`config.mk`:
```
export PLATFORM = sky130hd
export DESIGN_NAME = pcp_control_unit
export DESIGN_NICKNAME = d
export VERILOG_FILES = /design/src/rtl/pcp_control_unit_pkg.sv /design/src/rtl/pcp_control_unit_decoder.sv /design/src/rtl/pcp_control_unit.sv
export SDC_FILE = /design/constraint.sdc
export NUM_CORES = 1
export LEC_CHECK = 0
export BUFFER_PORTS_ARGS = -buffer_cell sky130_fd_sc_hd__buf_2
export CAP_MARGIN = 30
export CELL_PAD_IN_SITES_DETAIL_PLACEMENT = 1
export CELL_PAD_IN_SITES_GLOBAL_PLACEMENT = 2
export CORE_MARGIN = 3
export CORE_UTILIZATION = 23
export DETAILED_ROUTE_END_ITERATION = 10
export HOLD_SLACK_MARGIN = 0.1
export PLACE_DENSITY = 0.88
export SLEW_MARGIN = 10
export SYNTH_ARGS = -nofsm -noshare
export SYNTH_HDL_FRONTEND = slang
export SYNTH_SLANG_ARGS = --single-unit
export TNS_END_PERCENT = 5
```
`constraint.sdc`:
```
create_clock -name clk -period 1.7 [get_ports clk]
set_clock_uncertainty 0.05 [all_clocks]
set_input_delay 0.085 -clock clk [delete_from_list [all_inputs] [get_ports clk]]
set_output_delay 0.085 -clock clk [all_outputs]
set_load 0.005 [all_outputs]
```
`src/rtl/pcp_control_unit_pkg.sv`:
```
// Shared encodings for the PCP control unit: FSM states, opcode values,
// flag bit positions and the one-hot instruction-class bit indices.
package pcp_control_unit_pkg;

  typedef enum logic [2:0] {
    S_IDLE   = 3'd0,
    S_FETCH  = 3'd1,
    S_DECODE = 3'd2,
    S_EXEC   = 3'd3,
    S_MEM    = 3'd4,
    S_HALT   = 3'd5
  } state_e;

  localparam logic [5:0] OP_NOP = 6'h00;
  localparam logic [5:0] OP_LDA = 6'h01;
  localparam logic [5:0] OP_STA = 6'h02;
  localparam logic [5:0] OP_PSH = 6'h03;
  localparam logic [5:0] OP_POP = 6'h04;
  localparam logic [5:0] OP_MOV = 6'h05;
  localparam logic [5:0] OP_BRA = 6'h06;
  localparam logic [5:0] OP_BRZ = 6'h07;
  localparam logic [5:0] OP_BRN = 6'h08;
  localparam logic [5:0] OP_BRC = 6'h09;
  localparam logic [5:0] OP_BRO = 6'h0A;
  localparam logic [5:0] OP_HLT = 6'h0B;

  localparam int FLAG_Z = 3;
  localparam int FLAG_N = 2;
  localparam int FLAG_C = 1;
  localparam int FLAG_O = 0;

  localparam int CL_NOP = 0;
  localparam int CL_LDA = 1;
  localparam int CL_STA = 2;
  localparam int CL_PSH = 3;
  localparam int CL_POP = 4;
  localparam int CL_MOV = 5;
  localparam int CL_BR  = 6;
  localparam int CL_HLT = 7;
  localparam int CL_ALU = 8;
  localparam int CL_ILL = 9;
  localparam int CL_N   = 10;

endpackage

```
`src/rtl/pcp_control_unit_decoder.sv`:
```
// Combinational instruction decode: IR -> one-hot class, ALU function,
// immediate select and branch condition (always-taken or flag mask).
module pcp_control_unit_decoder
  import pcp_control_unit_pkg::*;
#(
  parameter int IR_W     = 16,
  parameter int OP_W     = 6,
  parameter int ALU_OP_W = 5,
  parameter int FLAG_W   = 4
) (
  input  logic [IR_W-1:0]     ir_i,
  output logic [CL_N-1:0]     cls_o,
  output logic [ALU_OP_W-1:0] alu_op_o,
  output logic                imm_o,
  output logic                br_always_o,
  output logic [FLAG_W-1:0]   br_mask_o
);

  logic [OP_W-1:0] op;
  logic            unused_operand;

  assign op             = ir_i[IR_W-1 -: OP_W];
  assign unused_operand = ^ir_i[IR_W-OP_W-2:0];

  always_comb begin
    cls_o       = '0;
    alu_op_o    = '0;
    imm_o       = 1'b0;
    br_always_o = 1'b0;
    br_mask_o   = '0;
    if (op[OP_W-1]) begin
      cls_o[CL_ALU] = 1'b1;
      alu_op_o      = op[ALU_OP_W-1:0];
      imm_o         = ir_i[IR_W-OP_W-1];
    end else begin
      case (op)
        OP_NOP: cls_o[CL_NOP] = 1'b1;
        OP_LDA: cls_o[CL_LDA] = 1'b1;
        OP_STA: cls_o[CL_STA] = 1'b1;
        OP_PSH: cls_o[CL_PSH] = 1'b1;
        OP_POP: cls_o[CL_POP] = 1'b1;
        OP_MOV: cls_o[CL_MOV] = 1'b1;
        OP_BRA: begin cls_o[CL_BR] = 1'b1; br_always_o       = 1'b1; end
        OP_BRZ: begin cls_o[CL_BR] = 1'b1; br_mask_o[FLAG_Z] = 1'b1; end
        OP_BRN: begin cls_o[CL_BR] = 1'b1; br_mask_o[FLAG_N] = 1'b1; end
        OP_BRC: begin cls_o[CL_BR] = 1'b1; br_mask_o[FLAG_C] = 1'b1; end
        OP_BRO: begin cls_o[CL_BR] = 1'b1; br_mask_o[FLAG_O] = 1'b1; end
        OP_HLT: cls_o[CL_HLT] = 1'b1;
        default: cls_o[CL_ILL] = 1'b1;
      endcase
    end
  end

endmodule

```
`src/rtl/pcp_control_unit.sv`:
```
// PCP fetch/decode/execute sequencer: FSM, memory-ack timeout, sticky trap
// flags, and datapath strobes decoded from the registered state and IR.
module pcp_control_unit
  import pcp_control_unit_pkg::*;
#(
  parameter int IR_W        = 16,
  parameter int OP_W        = 6,
  parameter int ALU_OP_W    = 5,
  parameter int FLAG_W      = 4,
  parameter int TIMEOUT_CYC = 15
) (
  input  logic                clk,
  input  logic                rst,
  input  logic [IR_W-1:0]     IR,
  input  logic [FLAG_W-1:0]   flags,
  input  logic                mem_ack,
  output logic                fetch,
  output logic                ir_load,
  output logic                PC_increment,
  output logic                bra,
  output logic                hlt,
  output logic                immediate,
  output logic                RD,
  output logic                WR,
  output logic                alu_en,
  output logic [ALU_OP_W-1:0] alu_op,
  output logic                psh,
  output logic                pop,
  output logic                mov_en,
  output logic                illegal,
  output logic                bus_err,
  output logic [2:0]          state
);

  localparam int               CNT_W   = $clog2(TIMEOUT_CYC + 1);
  localparam logic [CNT_W-1:0] CNT_LIM = CNT_W'(TIMEOUT_CYC - 1);

  state_e             state_q, state_d;
  logic [CNT_W-1:0]   cnt_q, cnt_d;
  logic               illegal_q, illegal_d;
  logic               bus_err_q, bus_err_d;

  logic [CL_N-1:0]     cls;
  logic [ALU_OP_W-1:0] dec_alu_op;
  logic                dec_imm;
  logic                br_always;
  logic [FLAG_W-1:0]   br_mask;
  logic                in_fetch, in_exec, in_mem;

  pcp_control_unit_decoder #(
    .IR_W     (IR_W),
    .OP_W     (OP_W),
    .ALU_OP_W (ALU_OP_W),
    .FLAG_W   (FLAG_W)
  ) u_dec (
    .ir_i        (IR),
    .cls_o       (cls),
    .alu_op_o    (dec_alu_op),
    .imm_o       (dec_imm),
    .br_always_o (br_always),
    .br_mask_o   (br_mask)
  );

  always_comb begin
    state_d   = state_q;
    cnt_d     = cnt_q;
    illegal_d = illegal_q;
    bus_err_d = bus_err_q;
    case (state_q)
      S_IDLE: begin
        state_d = S_FETCH;
        cnt_d   = '0;
      end
      S_FETCH, S_MEM: begin
        // An ack arriving on the limit cycle still completes the access.
        if (mem_ack) begin
          state_d = (state_q == S_FETCH) ? S_DECODE : S_FETCH;
          cnt_d   = '0;
        end else if (cnt_q == CNT_LIM) begin
          bus_err_d = 1'b1;
          state_d   = S_HALT;
        end else begin
          cnt_d = cnt_q + 1'b1;
        end
      end
      S_DECODE: state_d = S_EXEC;
      S_EXEC: begin
        cnt_d = '0;
        if (cls[CL_LDA] || cls[CL_STA]) begin
          state_d = S_MEM;
        end else if (cls[CL_HLT]) begin
          state_d = S_HALT;
        end else if (cls[CL_ILL]) begin
          illegal_d = 1'b1;
          state_d   = S_HALT;
        end else begin
          state_d = S_FETCH;
        end
      end
      S_HALT:  state_d = S_HALT;
      default: state_d = S_IDLE;
    endcase
  end

  always_ff @(posedge clk or posedge rst) begin
    if (rst) begin
      state_q   <= S_IDLE;
      cnt_q     <= '0;
      illegal_q <= 1'b0;
      bus_err_q <= 1'b0;
    end else begin
      state_q   <= state_d;
      cnt_q     <= cnt_d;
      illegal_q <= illegal_d;
      bus_err_q <= bus_err_d;
    end
  end

  assign in_fetch = (state_q == S_FETCH);
  assign in_exec  = (state_q == S_EXEC);
  assign in_mem   = (state_q == S_MEM);

  assign fetch        = in_fetch;
  assign ir_load      = in_fetch & mem_ack;
  assign PC_increment = in_fetch & mem_ack;
  assign RD           = in_fetch | (in_mem & cls[CL_LDA]);
  assign WR           = in_mem & cls[CL_STA];
  assign alu_en       = in_exec & cls[CL_ALU];
  assign alu_op       = alu_en ? dec_alu_op : '0;
  assign immediate    = alu_en & dec_imm;
  assign psh          = in_exec & cls[CL_PSH];
  assign pop          = in_exec & cls[CL_POP];
  assign mov_en       = in_exec & cls[CL_MOV];
  assign bra          = in_exec & cls[CL_BR] & (br_always | (|(flags & br_mask)));
  assign hlt          = (state_q == S_HALT);
  assign illegal      = illegal_q;
  assign bus_err      = bus_err_q;
  assign state        = state_q;

endmodule

```
==> After elaboration in Yosys (flattened, before gate mapping) <==
Cells that the tools add are included.
{ "word_totals": {"inputBits": 23, "latch_bits": 0, "reg_bits": 9, "mem_count": 0, "romBits": 0, "wordCells": 84, "mem_bits_rw": 0} }
{ "classes": {"eq_ne": 19, "addsub": 1, "mul": 0, "n_lt_le_gt_ge": 0, "shift": 0, "reduce_logical": 12, "n_div": 0, "bitwise_logic": 16, "mux": 32} }
{ "ops": {"columns": ["operator", "n"], "rows": [
  ["$eq A6 B3 Y1 const B", 4],
  ["$eq A6 B4 Y1 const B", 4],
  ["$mux W1", 18],
  ["$mux W3", 5],
  ["$pmux W3 S5", 1],
  ["$eq A6 B2 Y1 const B", 2],
  ["$mux W4", 3],
  ["$reduce_or A12 Y1", 1],
  ["$and A1 B1 Y1", 10],
  ["$mux W5", 2],
  ["$mux W8", 1],
  ["$pmux W4 S2", 1],
  ["$eq A3 B2 Y1 const B", 2],
  ["$eq A3 B3 Y1 const B", 2],
  ["$eq A6 B1 Y1 const B", 1],
  ["$logic_not A6 Y1", 1],
  ["$ne A3 B3 Y1 const B", 2],
  ["$reduce_or A5 Y1", 1],
  ["$add A4 B1 Y4 const B", 1],
  ["$and A4 B4 Y4", 1],
  ["$eq A4 B4 Y1 const B", 1],
  ["$reduce_and A4 Y1", 1],
  ["$reduce_or A2 Y1", 2],
  ["$reduce_or A4 Y1", 1],
  ["9 further kinds", 12]
]} }

==> Longest topological paths before layout <==
{ "depth": {"depth_word": 8, "mapped_depth": 6} }

==> Hierarchy <==
From an unflattened synthesis, not the netlist that was laid out.
{ "hier_totals": {"hier_cells": 112, "area_unflattened_um2": 882.1} }
{ "by_module_without_submodules": {"columns": ["mod", "area_per_inst_um2", "cells_per_inst", "instances"], "rows": [
  ["pcp_control_unit", 675.6, 79, 1],
  ["pcp_control_unit_decoder", 206.4, 33, 1]
]} }

==> Worst setup path after synthesis <==
OpenSTA, ideal clock, no wires.
{ "synth_path": {"path_type": "register to register", "from": "reg cnt_q[0]", "to": "reg cnt_q[3]", "t_arrival_ns": 1.309, "stages_incl_launch_ff": 7, "slack_ns": 0.215, "path_cell_list": "dfrtp_1 inv_1 ha_1 and4b_1 o21ai_2 nand3_2 a221o_1"} }
{ "synth_via": {"elab_chain_len": 4, "elab_cells_between_ends": 7} }
{ "synth_rtl": {"columns": ["element", "line_no", "rtl"], "rows": [
  ["from (decl)", "pcp_control_unit.sv:39", "logic [CNT_W-1:0] cnt_q, cnt_d;"],
  ["from (signal assigned)", "pcp_control_unit.sv:113", "cnt_q <= cnt_d;"],
  ["$add A4 B1 Y4", "pcp_control_unit.sv:83", "cnt_d = cnt_q + 1'b1;"],
  ["$mux W4", "pcp_control_unit.sv:79", "end else if (cnt_q == CNT_LIM) begin"],
  ["$mux W4", "pcp_control_unit.sv:76", "if (mem_ack) begin"],
  ["$pmux W4 S2", "pcp_control_unit.sv:69", "case (state_q)"]
]} }
Several ways; a longest one is shown, not always the timed one. The select of a mux whose other input is x is not followed.
A chain may end at the register's enable or synchronous reset.

==> Final worst setup path <==
Ends and elaborated chain as after synthesis.

==> reports/summary.txt <==
Status - finished clean
Routed vias - 838
DRC viols - 0
Core area - 0.00318 sq mm
Global-route wire length before repair - 3.97 mm
CTS clock-pin slew for the worst setup and hold paths - 0.07 ns
Clk sinks - 9
Routed Wire Length - 2.30 mm
Hold Crit Endpoint - illegal
Layout filler cell count - 402
FMAX - 612 MHz
Reg2Reg Setup Slack - 0.07 ns
Worst path max stage delay - 0.41 ns
Initial Util - 25.2%
Final setup vio count - 0
Area grow syn2layout - 35.2%
Row cnt - 20
EDFF count, synth - 0
Worst Hold Depth - 3
Peak supply drop - 0.453 mV
Worst-margin pin slew - 0.486 ns
Inserted Diodes - 0
Most common cell after layout, fill and taps aside - buf_2
Reg2reg end - cnt_q[3]
Required time worst endpoint - 1.80 ns
#FFs+latches synth - 9
H-tree depth - 1
Syn Inst Count - 94
DR pass1 iterations - 4
Synth async-reset ratio - 100%
Worst r2r src - cnt_q[0]
Top Ports - 45
Syn_nets - 119
Sequential fraction of the synthesis area - 28.2%
CP max FO - 5
Tot GR Track Use - 11.5%
Power Density - 1130 mW/mm^2
CP arrival - 1.73 ns
Worst path cell trace - inv_1, ha_1, and4b_1, o21ai_2, nand3_2, a221o_1
Buffers on Ports - 35
Pleak - 0.510 nW
Tmin final - 1.63 ns
Main synth FF type - dfrtp_1
Count of final hold-check violations - 0
Unrepaired setup endpoints after global routing - yes
Chip height - 65.0 um
Max cap viols - 0
HPWL Detailed - 1.81 mm
Die W - 65.0 um
Final Cycle Share - 96.2%
Root Buffer - clkbuf_4
Register area - 229 sq um
Slew Viols, Final - 0
CP max-delay cell - dfrtp_1
Initial antenna violation count - 0
Setup TNS - 0 ns
WL per Instance - 13.2 um
CP Class - flop to flop
Setup crit end kind - flop
Initial DRC count - 41
Vias in the first global route - 878
CTS buffer count - 3
Gr ovfl total - 0
Most frequent cells in the layout - buf_2, and2_1, nor2_1, a21oi_1, dfrtp_1
Layout cell share with drive strength beyond 1 - 40.8%
Final WS setup - 0.0654 ns
Pre-CTS worst setup slack - 0.0586 ns
Total chip power - 1.22 mW
Final-stage net count - 156
Pin count of the biggest net entering global routing - 13
Placed Cells - 168
Min-delay src - IR[14]
Distinct cells, synth - 40
Die area - 0.00422 sq mm
Final Non-Filler Cells - 174
Area of the multi-input gates - 549 sq um
Mean Syn Cell Area - 8.51 sq um
Synthesized cell area - 800 sq um
Worst Setup Start Kind - flop
Routability cong. - 0.794
CTS tree - yes
Clock buffer depth - 2
Slew HR - 67.3%
Vias per cell - 4.82
Post-CTS setup buffers - 0
Number of synthesis warnings - 0
Hold Crit Class - input port to flop
Worst-skew pair later-pin latency - 0.27 ns
Antenna viol nets, final - 0
Worst Reg-to-Reg Cells - 6
==> critical path, delay by kind of cell (launching register included) <==
family                     cells  cell delay, ns
and+or+nand+nor                2            0.34
AOI/OAI and AO/OA              2            0.45
buffers and inverters          1            0.06
DFF                            1            0.41
adders and majority gates      1            0.21
==> routing by layer <==
| metal | routed length [um] | GRT usage, % | vias to the layer above |
|---|---|---|---|
| met1 | 973 | 13.5 | 391 |
| met4 | 25 | 3.96 | 0 |
| met2 | 1110 | 20.3 | 31 |
| li1 | - | - | 414 |
| met3 | 190 | 2.77 | 2 |
| met5 | 0 | 0 | - |
==> cells by family after synthesis <==
family          count (synthesis)  share of synthesized area [%]
flops                           9                           28.2
fa+ha+maj                       2                           3.13
simple gates                   49                           40.1
mux                             2                           2.66
xor+xnor                        1                           1.10
compound gates                 21                           18.3
buf+inv                        10                           6.57
==> cell usage after synthesis, types with 2 or more instances <==
cell	number	area share [%]
nand3_1	4	2.5
nor3_1	3	1.9
nand2_1	4	1.9
inv_1	3	1.4
o21a_1	2	1.9
nor2b_1	3	2.3
nand4bb_1	2	2.8
nand3b_1	2	1.9
o21bai_1	2	1.9
nor3b_1	4	3.8
a221o_1	2	2.5
o21ai_0	2	1.3
nor2_1	6	2.8
ha_1	2	3.1
buf_2	3	1.9
nor4_1	2	1.6
a21oi_1	6	3.8
and4b_1	2	2.5
nand2b_1	4	3.1
dfrtp_1	9	28
and2_1	8	6.3
==> layout make-up <==
class,instances,area share [%]
clock buffer,4,2.43
inverter,3,1.04
multi-input combinational,75,50.8
timing repair buffer,39,19.4
sequential,9,21.2
tap,44,5.09
==> repair_timing <==
| item | 4_1_cts | 5_1_grt |
|---|---|---|
| hold endpoints to repair | 10 | 0 |
| hold buffers | 2 | 0 |
| gates resized for setup | 1 | 7 |
| setup endpoints to repair | 3 | 9 |
| pin swaps | 0 | 1 |
==> per-stage QoR <==
stage	area (sq um)	utilization, %	hold WS [ns]
after floorplan	800	-	-0.137
after CTS	1050	33.1	0.140
after global placement	1000	31.6	0.0172
after detailed placement	1000	31.6	0.0210
after global routing	1080	34.0	0.182
final	1080	34.0	0.148
==> how the worst max path moves through the flow <==
stage,from,to,slack (ns),cells after the start
global route,state[2],alu_op[3],-0.005,4
global placement,cnt_q[0],cnt_q[2],0.13,6
CTS,state[2],mov_en,-0.02,5
detailed placement,cnt_q[0],cnt_q[3],0.06,6
floorplan,cnt_q[0],cnt_q[3],0.21,6
finish,cnt_q[0],cnt_q[3],0.07,6
==> power breakdown <==
group	switching (mW)	total, mW	internal, mW	leakage (nW)
Combinational	0.326	0.654	0.328	0.386
Sequential	0.107	0.388	0.281	0.109
Clock	0.0853	0.176	0.0909	0.0150
==> flip-flops by register name, indices dropped and copies added, names as in the netlist <==
signal,flops
state,3
cnt_q,4
illegal,1
bus_err,1
(Power assumes the default switching activity.)
